[src/rtl/ir_pdm_tx_sequencer_if.sv]
// Symbol write channel between the host/register block and ir_pdm_tx_sequencer.
// A symbol transfers on every clk edge where wr_valid and wr_ready are both 1; wr_data is meaningful only while wr_valid=1, and a source may drop wr_valid at any time.
interface ir_pdm_tx_sequencer_if;
    logic       wr_valid;
    logic [4:0] wr_data;
    logic       wr_ready;

    modport master (output wr_valid, output wr_data, input wr_ready);
    modport slave  (input wr_valid, input wr_data, output wr_ready);
endinterface

[src/rtl/ir_pdm_tx_sequencer.sv]
// IR PDM transmit sequencer: symbol FIFO, ock/bck dividers and modulator load/done sequencing.
// Optional inter-symbol silence is compiled in with `define IR_SEQ_GAP_EN.
module ir_pdm_tx_sequencer #(
    parameter int DEPTH    = 8,
    parameter int OCK_DIV  = 4,
    parameter int BCK_DIV  = 64,
    parameter int GAP_BCKS = 2
) (
    input  logic                       clk,
    input  logic                       rst,
    input  logic                       enable,
    input  logic                       clr_status,
    ir_pdm_tx_sequencer_if.slave       wr,
    output logic [$clog2(DEPTH+1)-1:0] level,
    output logic                       ock,
    output logic                       bck,
    output logic                       load,
    output logic [4:0]                 sym,
    input  logic                       mod_done,
    output logic                       busy,
    output logic                       underrun,
    output logic [2:0]                 state_dbg
);
    localparam int AW = $clog2(DEPTH);
    localparam int LW = $clog2(DEPTH+1);
    localparam int OW = $clog2(OCK_DIV);
    localparam int BW = $clog2(BCK_DIV);

    localparam logic [2:0] S_IDLE   = 3'd0;
    localparam logic [2:0] S_LOAD   = 3'd1;
    localparam logic [2:0] S_SETTLE = 3'd2;
    localparam logic [2:0] S_WAIT   = 3'd3;
`ifdef IR_SEQ_GAP_EN
    localparam logic [2:0] S_GAP    = 3'd4;
    localparam int GW = $clog2(GAP_BCKS+1);
`endif

    logic [OW-1:0] ock_cnt;
    logic [BW-1:0] bck_cnt;
    logic [4:0]    mem [DEPTH];
    logic [AW-1:0] wr_ptr, rd_ptr;
    logic [2:0]    state, state_nxt;
    logic          push, pop, next_sym, decide, set_ur;

    always_ff @(posedge clk or posedge rst) begin
        if (rst) begin
            ock_cnt <= '0;
            ock     <= 1'b0;
        end else if (ock_cnt == OW'(OCK_DIV-1)) begin
            ock_cnt <= '0;
            ock     <= ~ock;
        end else begin
            ock_cnt <= ock_cnt + 1'b1;
        end
    end

    always_ff @(posedge clk or posedge rst) begin
        if (rst) begin
            bck_cnt <= '0;
            bck     <= 1'b0;
        end else if (bck_cnt == BW'(BCK_DIV-1)) begin
            bck_cnt <= '0;
            bck     <= ~bck;
        end else begin
            bck_cnt <= bck_cnt + 1'b1;
        end
    end

    assign wr.wr_ready = (level != LW'(DEPTH));
    assign push        = wr.wr_valid && wr.wr_ready;
    assign pop         = (state == S_LOAD);

    // Storage carries no reset; sym is forced to the null symbol outside LOAD.
    always_ff @(posedge clk) begin
        if (push) mem[wr_ptr] <= wr.wr_data;
    end

    always_ff @(posedge clk or posedge rst) begin
        if (rst) begin
            wr_ptr <= '0;
            rd_ptr <= '0;
            level  <= '0;
        end else begin
            if (push) wr_ptr <= wr_ptr + 1'b1;
            if (pop)  rd_ptr <= rd_ptr + 1'b1;
            level <= level + LW'(push) - LW'(pop);
        end
    end

`ifdef IR_SEQ_GAP_EN
    logic          bck_rise;
    logic [GW-1:0] gap_cnt;
    assign bck_rise = (bck_cnt == BW'(BCK_DIV-1)) && !bck;

    always_ff @(posedge clk or posedge rst) begin
        if (rst)                        gap_cnt <= '0;
        else if (state != S_GAP)        gap_cnt <= '0;
        else if (bck_rise)              gap_cnt <= gap_cnt + 1'b1;
    end
`endif

    assign next_sym = enable && (level != '0);

    always_comb begin
        state_nxt = state;
        decide    = 1'b0;
        set_ur    = 1'b0;
        case (state)
            S_IDLE:   if (next_sym) state_nxt = S_LOAD;
            S_LOAD:   state_nxt = S_SETTLE;
            S_SETTLE: state_nxt = S_WAIT;
`ifdef IR_SEQ_GAP_EN
            S_WAIT:   if (mod_done) state_nxt = S_GAP;
            S_GAP:    decide = bck_rise && (gap_cnt == GW'(GAP_BCKS-1));
`else
            S_WAIT:   decide = mod_done;
`endif
            default:  state_nxt = S_IDLE;
        endcase
        // The end-of-symbol decision is the only place a dry queue counts as underrun.
        if (decide) begin
            state_nxt = next_sym ? S_LOAD : S_IDLE;
            set_ur    = enable && (level == '0);
        end
    end

    always_ff @(posedge clk or posedge rst) begin
        if (rst) state <= S_IDLE;
        else     state <= state_nxt;
    end

    always_ff @(posedge clk or posedge rst) begin
        if (rst)             underrun <= 1'b0;
        else if (set_ur)     underrun <= 1'b1;
        else if (clr_status) underrun <= 1'b0;
    end

    assign load      = (state == S_LOAD);
    assign sym       = load ? mem[rd_ptr] : 5'h10;
    assign busy      = (state != S_IDLE);
    assign state_dbg = state;
endmodule

[src/flat_wrapper.sv]
// flat-port wrapper written by rule: the top's interface ports become plain ports
module ir_pdm_tx_sequencer_flat 
#(
    parameter int DEPTH    = 8,
    parameter int OCK_DIV  = 4,
    parameter int BCK_DIV  = 64,
    parameter int GAP_BCKS = 2
)
  (clk, rst, enable, clr_status, level, ock, bck, load, sym, mod_done, busy, underrun, state_dbg, wr_wr_valid, wr_wr_data, wr_wr_ready);
  ir_pdm_tx_sequencer_if wr_i ();
  input  logic clk;
  input  logic rst;
  input  logic enable;
  input  logic clr_status;
  output logic [$clog2(DEPTH+1)-1:0] level;
  output logic ock;
  output logic bck;
  output logic load;
  output logic [4:0] sym;
  input  logic mod_done;
  output logic busy;
  output logic underrun;
  output logic [2:0] state_dbg;
  input wire logic [$bits(wr_i.wr_valid)-1:0] wr_wr_valid;
  input wire logic [$bits(wr_i.wr_data)-1:0] wr_wr_data;
  output wire logic [$bits(wr_i.wr_ready)-1:0] wr_wr_ready;
  assign wr_i.wr_valid = wr_wr_valid;
  assign wr_i.wr_data = wr_wr_data;
  assign wr_wr_ready = wr_i.wr_ready;
  ir_pdm_tx_sequencer #(.DEPTH(DEPTH), .OCK_DIV(OCK_DIV), .BCK_DIV(BCK_DIV), .GAP_BCKS(GAP_BCKS)) u_core (.clk(clk), .rst(rst), .enable(enable), .clr_status(clr_status), .wr(wr_i), .level(level), .ock(ock), .bck(bck), .load(load), .sym(sym), .mod_done(mod_done), .busy(busy), .underrun(underrun), .state_dbg(state_dbg));
endmodule
[config.mk]
export PLATFORM = sky130hd
export DESIGN_NAME = ir_pdm_tx_sequencer_flat
export DESIGN_NICKNAME = d
export VERILOG_FILES = /design/src/rtl/ir_pdm_tx_sequencer_if.sv /design/src/rtl/ir_pdm_tx_sequencer.sv /design/src/flat_wrapper.sv
export SDC_FILE = /design/constraint.sdc
export NUM_CORES = 1
export LEC_CHECK = 0
export ABC_AREA = 1
export BUFFER_PORTS_ARGS = -buffer_cell sky130_fd_sc_hd__buf_2
export CORE_ASPECT_RATIO = 0.5
export CORE_UTILIZATION = 55
export DETAILED_ROUTE_END_ITERATION = 8
export PLACE_DENSITY = 0.83
export SLEW_MARGIN = 20
export SYNTH_ARGS = -nofsm -noshare
export SYNTH_HDL_FRONTEND = slang
export SYNTH_SLANG_ARGS = --single-unit
[constraint.sdc]
create_clock -name clk -period 3.6 [get_ports clk]
set_input_delay 0.18 -clock clk [delete_from_list [all_inputs] [get_ports clk]]
set_output_delay 0.18 -clock clk [all_outputs]
set_load 0.02 [all_outputs]
; Yosys cells after proc, flatten, opt, wreduce, memory -nomap -nowiden
; Memories as Yosys holds them, arrays and structs flattened.
; Cells that the tools add are included.
[word_totals]
mem_count = 1
elab_cells = 48
input_bits = 11
reg_bits = 24
ramBits = 40
output_inout_bits = 18
[op_classes]
bitwise_logic = 2
eq_ne = 8
addsub = 6
muxes = 13
reduce_logical = 9
[mem_list]
columns = name, depth, width, read_ports, rd_ports_with_merged_regs, wr, line_no
row1 = u_core.mem, 8, 5, 1, 0, 1, ir_pdm_tx_sequencer.sv:40  ; logic [4:0] mem [DEPTH];
[ops]
columns = operator, n
row1 = $pmux 3 s4, 1
row2 = $mux 1, 7
row3 = $add 3x1->3 const B, 2
row4 = $add 6x1->6 const B, 1
row5 = $eq 3x2->1 const B, 2
row6 = $eq 6x6->1 const B, 1
row7 = $mux 3, 2
row8 = $mux 6, 1
row9 = $mux 5, 1
row10 = $add 4x1->4, 1
row11 = $logic_not 4->1, 1
row12 = $ne 4x4->1 const B, 1
row13 = $reduce_bool 4->1, 1
row14 = $sub 4x1->4, 1
row15 = $eq 3x1->1 const B, 1
row16 = $logic_and 1x1->1, 3
row17 = $logic_not 3->1, 1
row18 = $ne 3x1->1 const B, 1
row19 = $reduce_bool 3->1, 1
row20 = $add 2x1->2 const B, 1
row21 = $eq 2x2->1 const B, 1
row22 = $mux 2, 1
row23 = $ne 2x1->1 const B, 1
row24 = $not 1->1, 2
row25 = 2 further kinds, 2

; Depth between registers and ports, before layout
; Gate-level depths: netlist of run 1.
[logic_depth]
word_depth = 5
ltp_mapped = 9
mapped_depth_nobuf = 9

; Least setup slack after synthesis of run 1
; OpenSTA, ideal clock, no wires.
[synth_path]
path_kind = reg-to-reg
startpoint = register u_core.state[1], in the netlist u_core.state_dbg[1]
endpoint = register u_core.level[2]
setup_time_ns = 0.123
path_stages_with_launch = 8
required_time_ns = 3.477
slack_ns = 1.706
n_path_buf = 0
synth_period_minus_slack_ns = 1.894
t_arrival_ns = 1.771
path_cell_list = dfrtp_1 -> inv_1 -> ha_1 -> xor2_1 -> ha_1 -> inv_1 -> fa_1 -> xnor2_1
[synth_via]
elab_chain_len = 2
[synth_rtl]
columns = element, line_no
row1 = from (decl), ir_pdm_tx_sequencer.sv:42  ; logic [2:0] state, state_nxt;
row2 = from (signal assigned), ir_pdm_tx_sequencer.sv:129  ; else state <= state_nxt;
row3 = $eq 3x1->1, --
row4 = named net load, flat_wrapper.sv:18  ; output logic load;
row5 = $sub 4x1->4, ir_pdm_tx_sequencer.sv:86  ; level <= level + LW'(push) - LW'(pop);
row6 = to (signal assigned), ir_pdm_tx_sequencer.sv:86
row7 = to (decl), ir_pdm_tx_sequencer.sv:14  ; output logic [$clog2(DEPTH+1)-1:0] level,
; The timed path passes the listed nets, and every way through them passes these cells.
; A chain may end at the register's enable or synchronous reset.

; Worst setup path in the final report of run 1
[layout_path]
startpoint = register u_core.rd_ptr[1]
endpoint = output sym[1]
[layout_via]
elab_chain_len = 2
[layout_rtl]
columns = element, line_no
row1 = from (decl), ir_pdm_tx_sequencer.sv:41  ; logic [AW-1:0] wr_ptr, rd_ptr;
row2 = from (signal assigned), ir_pdm_tx_sequencer.sv:85  ; if (pop) rd_ptr <= rd_ptr + 1'b1;
row3 = $mem_v2 8x5, --
row4 = $mux 5, ir_pdm_tx_sequencer.sv:139  ; assign sym = load ? mem[rd_ptr] : 5'h10;
row5 = to (decl), flat_wrapper.sv:19  ; output logic [4:0] sym;
; Every way passes these cells.

==> results.sh, run 1 <==
export IMPL_p_per_area_mw_per_mm2=776
export IMPL_vias=2026
export IMPL_start_util_pct=58.7
export IMPL_grt_pass1_vias=1943
export IMPL_multi_input_area_um2=918
export IMPL_ys_seq_elements=63
export IMPL_die_h_um=54.0
export IMPL_antenna_left=0
export IMPL_crit_type="reg -> out"
export IMPL_antenna_found_initial=0
export IMPL_path_clk_slew_ns=0.07
export IMPL_drc=0
export IMPL_outcome="completed"
export IMPL_drv_slew=0
export IMPL_setup_viol=0
export IMPL_cp_arrival_ns=1.94
export IMPL_critical_path_top_delay_family="buffers and inverters"
export IMPL_globalRouteOverflowTotal=0
export IMPL_die_x_um=106
export IMPL_max_slew_margin_pct=43.8
export IMPL_fin_crit_sh_pct=58.8
export IMPL_via_per_inst=5.01
export IMPL_ios=29
export IMPL_synth_yosys_warnings=0
export IMPL_rows=18
export IMPL_worstPathRequired_ns=3.42
export IMPL_hp_class="in -> async"
export IMPL_timing_fmax_ghz=0.472
export IMPL_grtUsageMet3_pct=7.99
export IMPL_setup_ws_ns=1.48
export IMPL_crit_slowest_cell="dfrtp_1"
export IMPL_syn_nets=327
export IMPL_use_met1_pct=24.6
export IMPL_antenna_cells=0
export IMPL_grt_max_degree=24
export IMPL_drt_iter0_markers=178
export IMPL_clock_latency_ns=0.34
export IMPL_clock_skew_ns=0.00773
export IMPL_use_met2_pct=39.2
export IMPL_gp_congestion=0.814
export IMPL_crit_buf_inv=2
export IMPL_cts_root_buf="clkbuf_8"
export IMPL_busiest_layer="met2"
export IMPL_postCtsSetupBuffers=0
export IMPL_track_usage_pct=21.6
export IMPL_final_area_mm2=0.00332
export IMPL_hold_buffers=0
export IMPL_cts_sinks=63
export IMPL_h_tree_depth=3
export IMPL_tns_ns=0
export IMPL_firstDrtPassIters=5
export IMPL_cts_resized=0
export IMPL_syn2layout_area_growth_pct=11.5
export IMPL_synthDistinctLibCells=25
export IMPL_crit_fanout=12
export IMPL_die_area_mm2=0.00572
export IMPL_cts_tree="done"
export IMPL_wirelength_mm=5.58
export IMPL_tightest_slew_ns=0.842
export IMPL_wl_per_cell_um=13.8
export IMPL_hold_violations=0
export IMPL_max_cap_viol_count=0
export IMPL_cts_buffers=9
export IMPL_grt_pass1_wl_mm=8.89
export IMPL_cpPeakStageDelay_ns=0.57
export IMPL_finalPower_uw=2570
export IMPL_cpMostUsedCell="nand3_1"
export IMPL_syn_mean_instance_area_um2=9.91
export IMPL_place_area_mm2=0.00314
export IMPL_end_kind="primary output"
export IMPL_cp_start_kind="register"
export IMPL_yosysSeqAreaShare_pct=59.7
export IMPL_clk_path_buf_depth=2
export IMPL_drive_gt1_share_pct=13.8
export IMPL_final_nets=357
export IMPL_fillers=380
export IMPL_power_leakage_uw=0.00163
export IMPL_reg2reg_slack_ns=1.72
export IMPL_core_region_area_mm2=0.00507
export IMPL_dp_slack_ns=1.78
export IMPL_min_period_ns=2.12
export IMPL_hpwl_mm=3.71
export IMPL_seqCellArea_mm2=0.00178
export IMPL_path_cells="inv_1 > nand3_1 > nand3_1 > nand2_1 > nor2_1 > buf_2"
export IMPL_rsz0062_at_grt="false"
export IMPL_vdd_drop_max_mv=0.461
export IMPL_port_buffers=27
export IMPL_syn_cell_area_mm2=0.00297
export IMPL_post_synth_inst_count=300
==> registers in the layout, summed over array words and instances, names as in the netlist <==
signal / flops
u_core.rd_ptr: 3
u_core.underrun: 1
u_core.wr_ptr: 3
u_core.mem: 40
u_core.bck_cnt: 6
u_core.level: 4
u_core.bck: 1
u_core.ock: 1
u_core.ock_cnt: 2
u_core.state_dbg: 2
==> worst paths after layout <==
| path | startpoint | to | depth (start not counted) |
|---|---|---|---|
| worst min-delay path | rst | u_core.rd_ptr[0] | 2 |
| worst max register to register | u_core.level[2] | u_core.mem[3][1] | 7 |
| min in group clk | clr_status | u_core.underrun | 2 |
| max in group asynchronous | rst | u_core.bck_cnt[2] | 2 |
| worst max-delay path | u_core.rd_ptr[1] | sym[1] | 6 |
| worst min register to register | u_core.ock_cnt[0] | u_core.ock_cnt[0] | 1 |
==> cell usage in the layout, fill, tap and decap left out, drive strengths merged <==
master / instances
o22ai: 1
nor3b: 1
edfxtp: 40
conb: 1
fa: 1
inv: 57
xor2: 7
xnor2: 3
a21oi: 1
bufinv: 1
clkinvlp: 1
nand2: 77
dfrtp: 23
or2: 1
buf: 28
nand3: 36
nand3b: 1
clkbuf: 10
clkinv: 3
o21ai: 4
ha: 15
nand4: 1
nor2: 21
==> cell type report <==
cell class              count  share of cell area (%)
flip-flops and latches     63                    53.6
multi-input cells         171                    27.7
inverters                  57                    6.45
repair buffers             28                    4.30
clock buffers              10                    3.85
well taps                  70                    2.64
clock inverters             5                    1.51
==> cells in the mapped netlist (all sizes together) <==
master  number  share of area, %
nand2       77               9.8
nor2        21               2.7
xnor2        3              0.88
fa           1              0.67
o22ai        1              0.21
dfrtp       23                19
nor3b        1              0.25
inv         57               7.2
o21ai        4              0.67
a21oi        1              0.17
nand3b       1              0.25
nand4        1              0.21
nand3       36               6.2
or2          1              0.29
edfxtp      40                40
ha          15               6.3
xor2         7               2.1
buf          9               2.2
conb         1              0.13
==> cells by family after synthesis <==
| group | share of synthesized area (%) |
|---|---|
| other | 0.126 |
| xor gates and xnor gates | 2.95 |
| AOI/OAI and AO/OA | 1.05 |
| buffers and inverters | 9.38 |
| DFF | 59.7 |
| adders and majority gates | 6.98 |
| and+or+nand+nor | 19.8 |
==> metal layers <==
metal	share of wire, %	wire [µm]
met5	0	0
met4	0.82	46
met3	6.8	378
met2	49	2730
met1	44	2430
==> stage by stage <==
stage	hold WS, ns	utilization, %	instances
2_1_floorplan	0.182	-	300
3_3_place_gp	0.370	62.0	389
3_5_place_dp	0.377	62.0	389
4_1_cts	0.0167	65.5	404
5_1_grt	0.0319	65.5	404
6_report	0.00383	65.5	404
==> report_power, final <==
| group | leakage (µW) | internal, µW | total [µW] | switching (µW) |
|---|---|---|---|---|
| Clock | 0.0000872 | 310 | 563 | 254 |
| Sequential | 0.000642 | 913 | 1040 | 126 |
| Combinational | 0.000897 | 343 | 973 | 630 |
| Total | 0.00163 | 1560 | 2570 | 1010 |
(Power assumes the default switching activity.)
==> inputs of run 2 (changes only) <==
==> constraint.sdc (replaced) <==
create_clock -name clk -period 2.04 [get_ports clk]
set_input_delay 0.102 -clock clk [delete_from_list [all_inputs] [get_ports clk]]
set_output_delay 0.102 -clock clk [all_outputs]
set_load 0.02 [all_outputs]
==> results.sh, run 2 (same netlist as run 1, synthesis figures left out) <==
export IMPL_fin_crit_sh_pct=90.1
export IMPL_reg_top3="u_core.mem x40, u_core.bck_cnt x6, u_core.level x4"
export IMPL_ios=29
export IMPL_min_path_cells=4
export IMPL_crit_buf_inv=2
export IMPL_crit_slowest_cell="dfrtp_1"
export IMPL_port_buffers=27
export IMPL_cts_tree="done"
export IMPL_vias=2067
export IMPL_core_region_area_mm2=0.00507
export IMPL_rr_worst_depth=7
export IMPL_antenna_found_initial=0
export IMPL_cts_root_buf="clkbuf_8"
export IMPL_firstDrtPassIters=4
export IMPL_tns_ns=0
export IMPL_via_per_inst=5.03
export IMPL_internal_power_uw=2830
export IMPL_crit_fanout=6
export IMPL_critical_path_cell_count=7
export IMPL_p_sw_share_pct=40.1
export IMPL_start_util_pct=58.7
export IMPL_antenna_left=0
export IMPL_regMostFlops="u_core.mem"
export IMPL_setup_viol=0
export IMPL_clock_skew_ns=0.00579
export IMPL_hp_class="in -> reg"
export IMPL_cts_buffers=9
export IMPL_drt_iter0_markers=108
export IMPL_p_comb_share_pct=39.5
export IMPL_antenna_cells=0
export IMPL_rows=18
export IMPL_final_common_cell="nand2_1"
export IMPL_end_kind="register"
export IMPL_grt_pass1_vias=2117
export IMPL_p_switching_uw=1890
export IMPL_syn2layout_area_growth_pct=13.9
export IMPL_drc=0
export IMPL_drive_gt1_share_pct=15.8
export IMPL_clock_latency_ns=0.34
export IMPL_power_leakage_uw=0.00167
export IMPL_grt_max_degree=24
export IMPL_critical_path_top_delay_family="adder cells"
export IMPL_post_route_util_pct=66.8
export IMPL_min_period_ns=1.84
export IMPL_fillers=381
export IMPL_track_usage_pct=23.6
export IMPL_cp_arrival_ns=2.10
export IMPL_grt_pass1_wl_mm=9.69
export IMPL_h_tree_depth=3
export IMPL_max_cap_viol_count=0
export IMPL_max_slew_margin_pct=40.7
export IMPL_hpwl_mm=4.20
export IMPL_largest_reg_flops=40
export IMPL_wl_per_cell_um=14.7
export IMPL_tightest_slew_ns=0.889
export IMPL_wirelength_mm=6.04
export IMPL_vdd_drop_max_mv=0.862
export IMPL_power_sequential_fraction_pct=38.0
export IMPL_clkPwrFrac_pct=22.6
export IMPL_die_h_um=54.0
export IMPL_rsz0062_at_grt="false"
export IMPL_cpPeakStageDelay_ns=0.44
export IMPL_worstPathRequired_ns=2.30
export IMPL_die_area_mm2=0.00572
export IMPL_final_cell_mix="nand2_1 (76), inv_1 (55), edfxtp_1 (40)"
export IMPL_crit_type="reg -> reg"
export IMPL_final_nets=363
export IMPL_path_cells="inv_1 > ha_1 > xor2_1 > ha_1 > inv_1 > fa_1 > xnor2_1"
export IMPL_timing_fmax_ghz=0.544
export IMPL_path_clk_slew_ns=0.07
export IMPL_cp_start_kind="register"
export IMPL_drv_slew=0
export IMPL_p_per_area_mw_per_mm2=1390
export IMPL_die_x_um=106
export IMPL_outcome="completed"
export IMPL_gp_congestion=0.802
export IMPL_globalRouteOverflowTotal=0
export IMPL_hold_violations=0
export IMPL_clk_path_buf_depth=2
export IMPL_cts_sinks=63
## run 2: cell type report
| cell class | instances | area [µm²] | area share (%) |
|---|---|---|---|
| Timing Repair Buffer | 34 | 193 | 5.69 |
| Clock buffer | 9 | 124 | 3.66 |
| Multi-Input combinational cell | 171 | 918 | 27.1 |
| Sequential cell | 63 | 1780 | 52.5 |
| Clock inverter | 7 | 73.8 | 2.18 |
| Inverter | 57 | 214 | 6.32 |
| Tap cell | 70 | 87.6 | 2.59 |
## run 2: power groups by stage
stage / sequential [µW] / combinational, µW / clock [µW]
after floorplan: 1840 / 1310 / 0
after global placement: 1790 / 1700 / 0
after detailed placement: 1810 / 1810 / 0
after CTS: 1790 / 1860 / 1070
after global routing: 1820 / 2100 / 1130
final: 1790 / 1860 / 1070
## run 2: routing by layer
metal  vias up  GRT usage [%]  part of all wire (%)
met2        79           42.8                    52
met4         0           11.8                   1.9
li1       1009              -                     -
met3        12           8.47                   6.1
met1       967           25.5                    40
met5         -          0.893                     0
## run 2: stage by stage
stage | area [µm²] | worst slack, ns | total power (µW) | hold slack (ns) | std cells
floorplan | 2970 | 0.146 | 3140 | 0.104 | 300
global placement | 3170 | 0.339 | 3490 | 0.289 | 393
detailed placement | 3170 | 0.243 | 3620 | 0.307 | 393
CTS | 3390 | 0.220 | 4720 | 0.0444 | 411
global route | 3390 | 0.0399 | 5040 | 0.0515 | 411
finish | 3390 | 0.202 | 4720 | 0.0609 | 411
## run 2: worst register-to-register path: cells and delay by family, from the launching register on
family                   cells  cell delay (ns)
adder cells (fa/ha/maj)      3             0.78
buffers and inverters        2             0.20
XOR/XNOR                     2             0.34
flip-flops                   1             0.44
## run 2: worst paths after layout
kind / end / start / slack [ns]
min: u_core.wr_ptr[0] / wr_wr_valid / 0.06
min in group asynchronous: u_core.ock_cnt[0] / rst / 0.51
max: u_core.level[2] / u_core.state_dbg[1] / 0.20
max reg2reg: u_core.level[2] / u_core.state_dbg[1] / 0.20
min reg2reg: u_core.ock_cnt[0] / u_core.ock_cnt[0] / 0.45
max in group asynchronous: u_core.level[1] / rst / 0.98
## run 2: what timing repair did
action / 4_1_cts / 5_1_grt
hold buffers: 2 / 0
resized for setup: 0 / 0
buffers inserted: 0 / 0
endpoints found under the hold margin: 24 / 0
==> inputs of run 3 (changes only) <==
--- a/config.mk
+++ b/config.mk
@@ -8,9 +8,9 @@
 export ABC_AREA = 1
 export BUFFER_PORTS_ARGS = -buffer_cell sky130_fd_sc_hd__buf_2
 export CORE_ASPECT_RATIO = 0.5
-export CORE_UTILIZATION = 55
+export CORE_UTILIZATION = 58
 export DETAILED_ROUTE_END_ITERATION = 8
-export PLACE_DENSITY = 0.83
+export PLACE_DENSITY = 0.86
 export SLEW_MARGIN = 20
 export SYNTH_ARGS = -nofsm -noshare
 export SYNTH_HDL_FRONTEND = slang
==> constraint.sdc (replaced) <==
create_clock -name clk -period 2.1 [get_ports clk]
set_input_delay 0.105 -clock clk [delete_from_list [all_inputs] [get_ports clk]]
set_output_delay 0.105 -clock clk [all_outputs]
set_load 0.02 [all_outputs]
==> results.sh, run 3 (same netlist as run 1, synthesis figures left out) <==
export IMPL_crit_type="reg -> reg"
export IMPL_cts_buffers=9
export IMPL_firstDrtPassIters=5
export IMPL_vdd_drop_max_mv=0.870
export IMPL_cts_sinks=63
export IMPL_grt_max_degree=24
export IMPL_antenna_found_initial=0
export IMPL_vias=2060
export IMPL_min_period_ns=1.79
export IMPL_drive_gt1_share_pct=15.6
export IMPL_wl_met3_um=396
export IMPL_clock_skew_ns=0.00542
export IMPL_die_x_um=103
export IMPL_grt_pass1_vias=2099
export IMPL_wirelength_mm=5.63
export IMPL_final_cell_mix="nand2_1 (76), inv_1 (55), edfxtp_1 (40)"
export IMPL_hp_class="in -> reg"
export IMPL_core_region_area_mm2=0.00466
export IMPL_antenna_cells=0
export IMPL_cp_start_kind="register"
export IMPL_regMostFlops="u_core.mem"
export IMPL_hold_violations=0
export IMPL_dp_slack_ns=0.323
export IMPL_hold_buffers=2
export IMPL_final_nets=362
export IMPL_path_clk_slew_ns=0.07
export IMPL_outcome="completed"
export IMPL_clk_path_buf_depth=2
export IMPL_cp_arrival_ns=2.01
export IMPL_largest_reg_flops=40
export IMPL_clock_latency_ns=0.34
export IMPL_reg2reg_from="u_core.state_dbg[1]"
export IMPL_min_from="wr_wr_data[4]"
export IMPL_drt_iter0_markers=75
export IMPL_max_slew_margin_pct=44.4
export IMPL_reg_top3="u_core.mem x40, u_core.bck_cnt x6, u_core.level x4"
export IMPL_setup_viol=0
export IMPL_crit_path_start="u_core.state_dbg[1]"
export IMPL_whs_ns=0.0587
export IMPL_cts_tree="done"
export IMPL_final_common_cell="nand2_1"
export IMPL_fin_crit_sh_pct=85.1
export IMPL_cts_root_buf="clkbuf_8"
export IMPL_die_h_um=52.6
export IMPL_antenna_left=0
export IMPL_worstPathRequired_ns=2.33
export IMPL_power_leakage_uw=0.00167
export IMPL_crit_fanout=6
export IMPL_via_per_inst=5.07
export IMPL_drt_met1_wl_mm=2.25
export IMPL_p_per_area_mw_per_mm2=1340
export IMPL_rows=17
export IMPL_hpwl_mm=3.93
export IMPL_finalPower_uw=4530
export IMPL_globalRouteOverflowTotal=0
export IMPL_die_area_mm2=0.00544
export IMPL_track_usage_pct=24.9
export IMPL_syn2layout_area_growth_pct=13.6
export IMPL_drc=0
export IMPL_port_buffers=27
export IMPL_end_kind="register"
export IMPL_wl_met2_mm=2.85
export IMPL_rsz0062_at_grt="false"
export IMPL_gp_congestion=0.869
export IMPL_tns_ns=0
export IMPL_cts_resized=0
export IMPL_tightest_slew_ns=0.834
export IMPL_post_route_util_pct=72.5
export IMPL_setup_ws_ns=0.313
export IMPL_drv_slew=0
export IMPL_postCtsSetupBuffers=0
export IMPL_ios=29
export IMPL_grt_pass1_wl_mm=9.39
export IMPL_start_util_pct=63.8
export IMPL_max_cap_viol_count=0
export IMPL_timing_fmax_ghz=0.560
export IMPL_wl_per_cell_um=13.9
export IMPL_h_tree_depth=3
export IMPL_routed_top_layer="met4"
run 3: cell types whose count changed in the layout (fill, tap and decap cells not counted), sizes merged:
| cell | delta |
|---|---|
| buf | -1 |
| bufinv | -1 |
| clkbuf | +3 |
| clkinv | -2 |
run 3: metrics by stage:
stage / area [µm²] / instances
2_1_floorplan: 2970 / 300
3_3_place_gp: 3160 / 388
3_5_place_dp: 3160 / 388
4_1_cts: 3380 / 406
5_1_grt: 3380 / 406
6_report: 3380 / 406
run 3: routing by layer:
metal  up-vias  GRT usage [%]
met1       958           27.4
li1       1008              -
met2        77           43.2
met4         0           14.1
met3        17           8.13
met5         -              0
run 3: final timing paths:
check / slack [ns] / endpoint / cells after the start
max: 0.31 / u_core.level[2] / 7
min: 0.06 / u_core.mem[6][4] / 1
max reg2reg: 0.31 / u_core.level[2] / 7
min reg2reg: 0.43 / u_core.ock_cnt[0] / 1
max in group asynchronous: 1.11 / u_core.level[1] / 3
min in group asynchronous: 0.48 / u_core.rd_ptr[0] / 3
run 3: critical path, stage by stage, from the launching register on:
cell and delay [ns]:
dfrtp_1 0.45, inv_1 0.13, ha_1 0.18, xor2_1 0.16, ha_1 0.19, inv_1 0.06
fa_1 0.37, xnor2_1 0.14
run 3: final cells by class:
type,instances,area [µm²]
Clock buffer,12,176
Clock inverter,4,26.3
Fill cell,295,1280
Inverter,57,214
Multi-Input combinational cell,171,918
Sequential cell,63,1780
Tap cell,66,82.6
Timing Repair Buffer,33,185
run 3: where the power goes:
group	internal, µW	total, µW	switching (µW)
registers	1560	1740	177
clock network	562	1020	462
logic	621	1760	1140
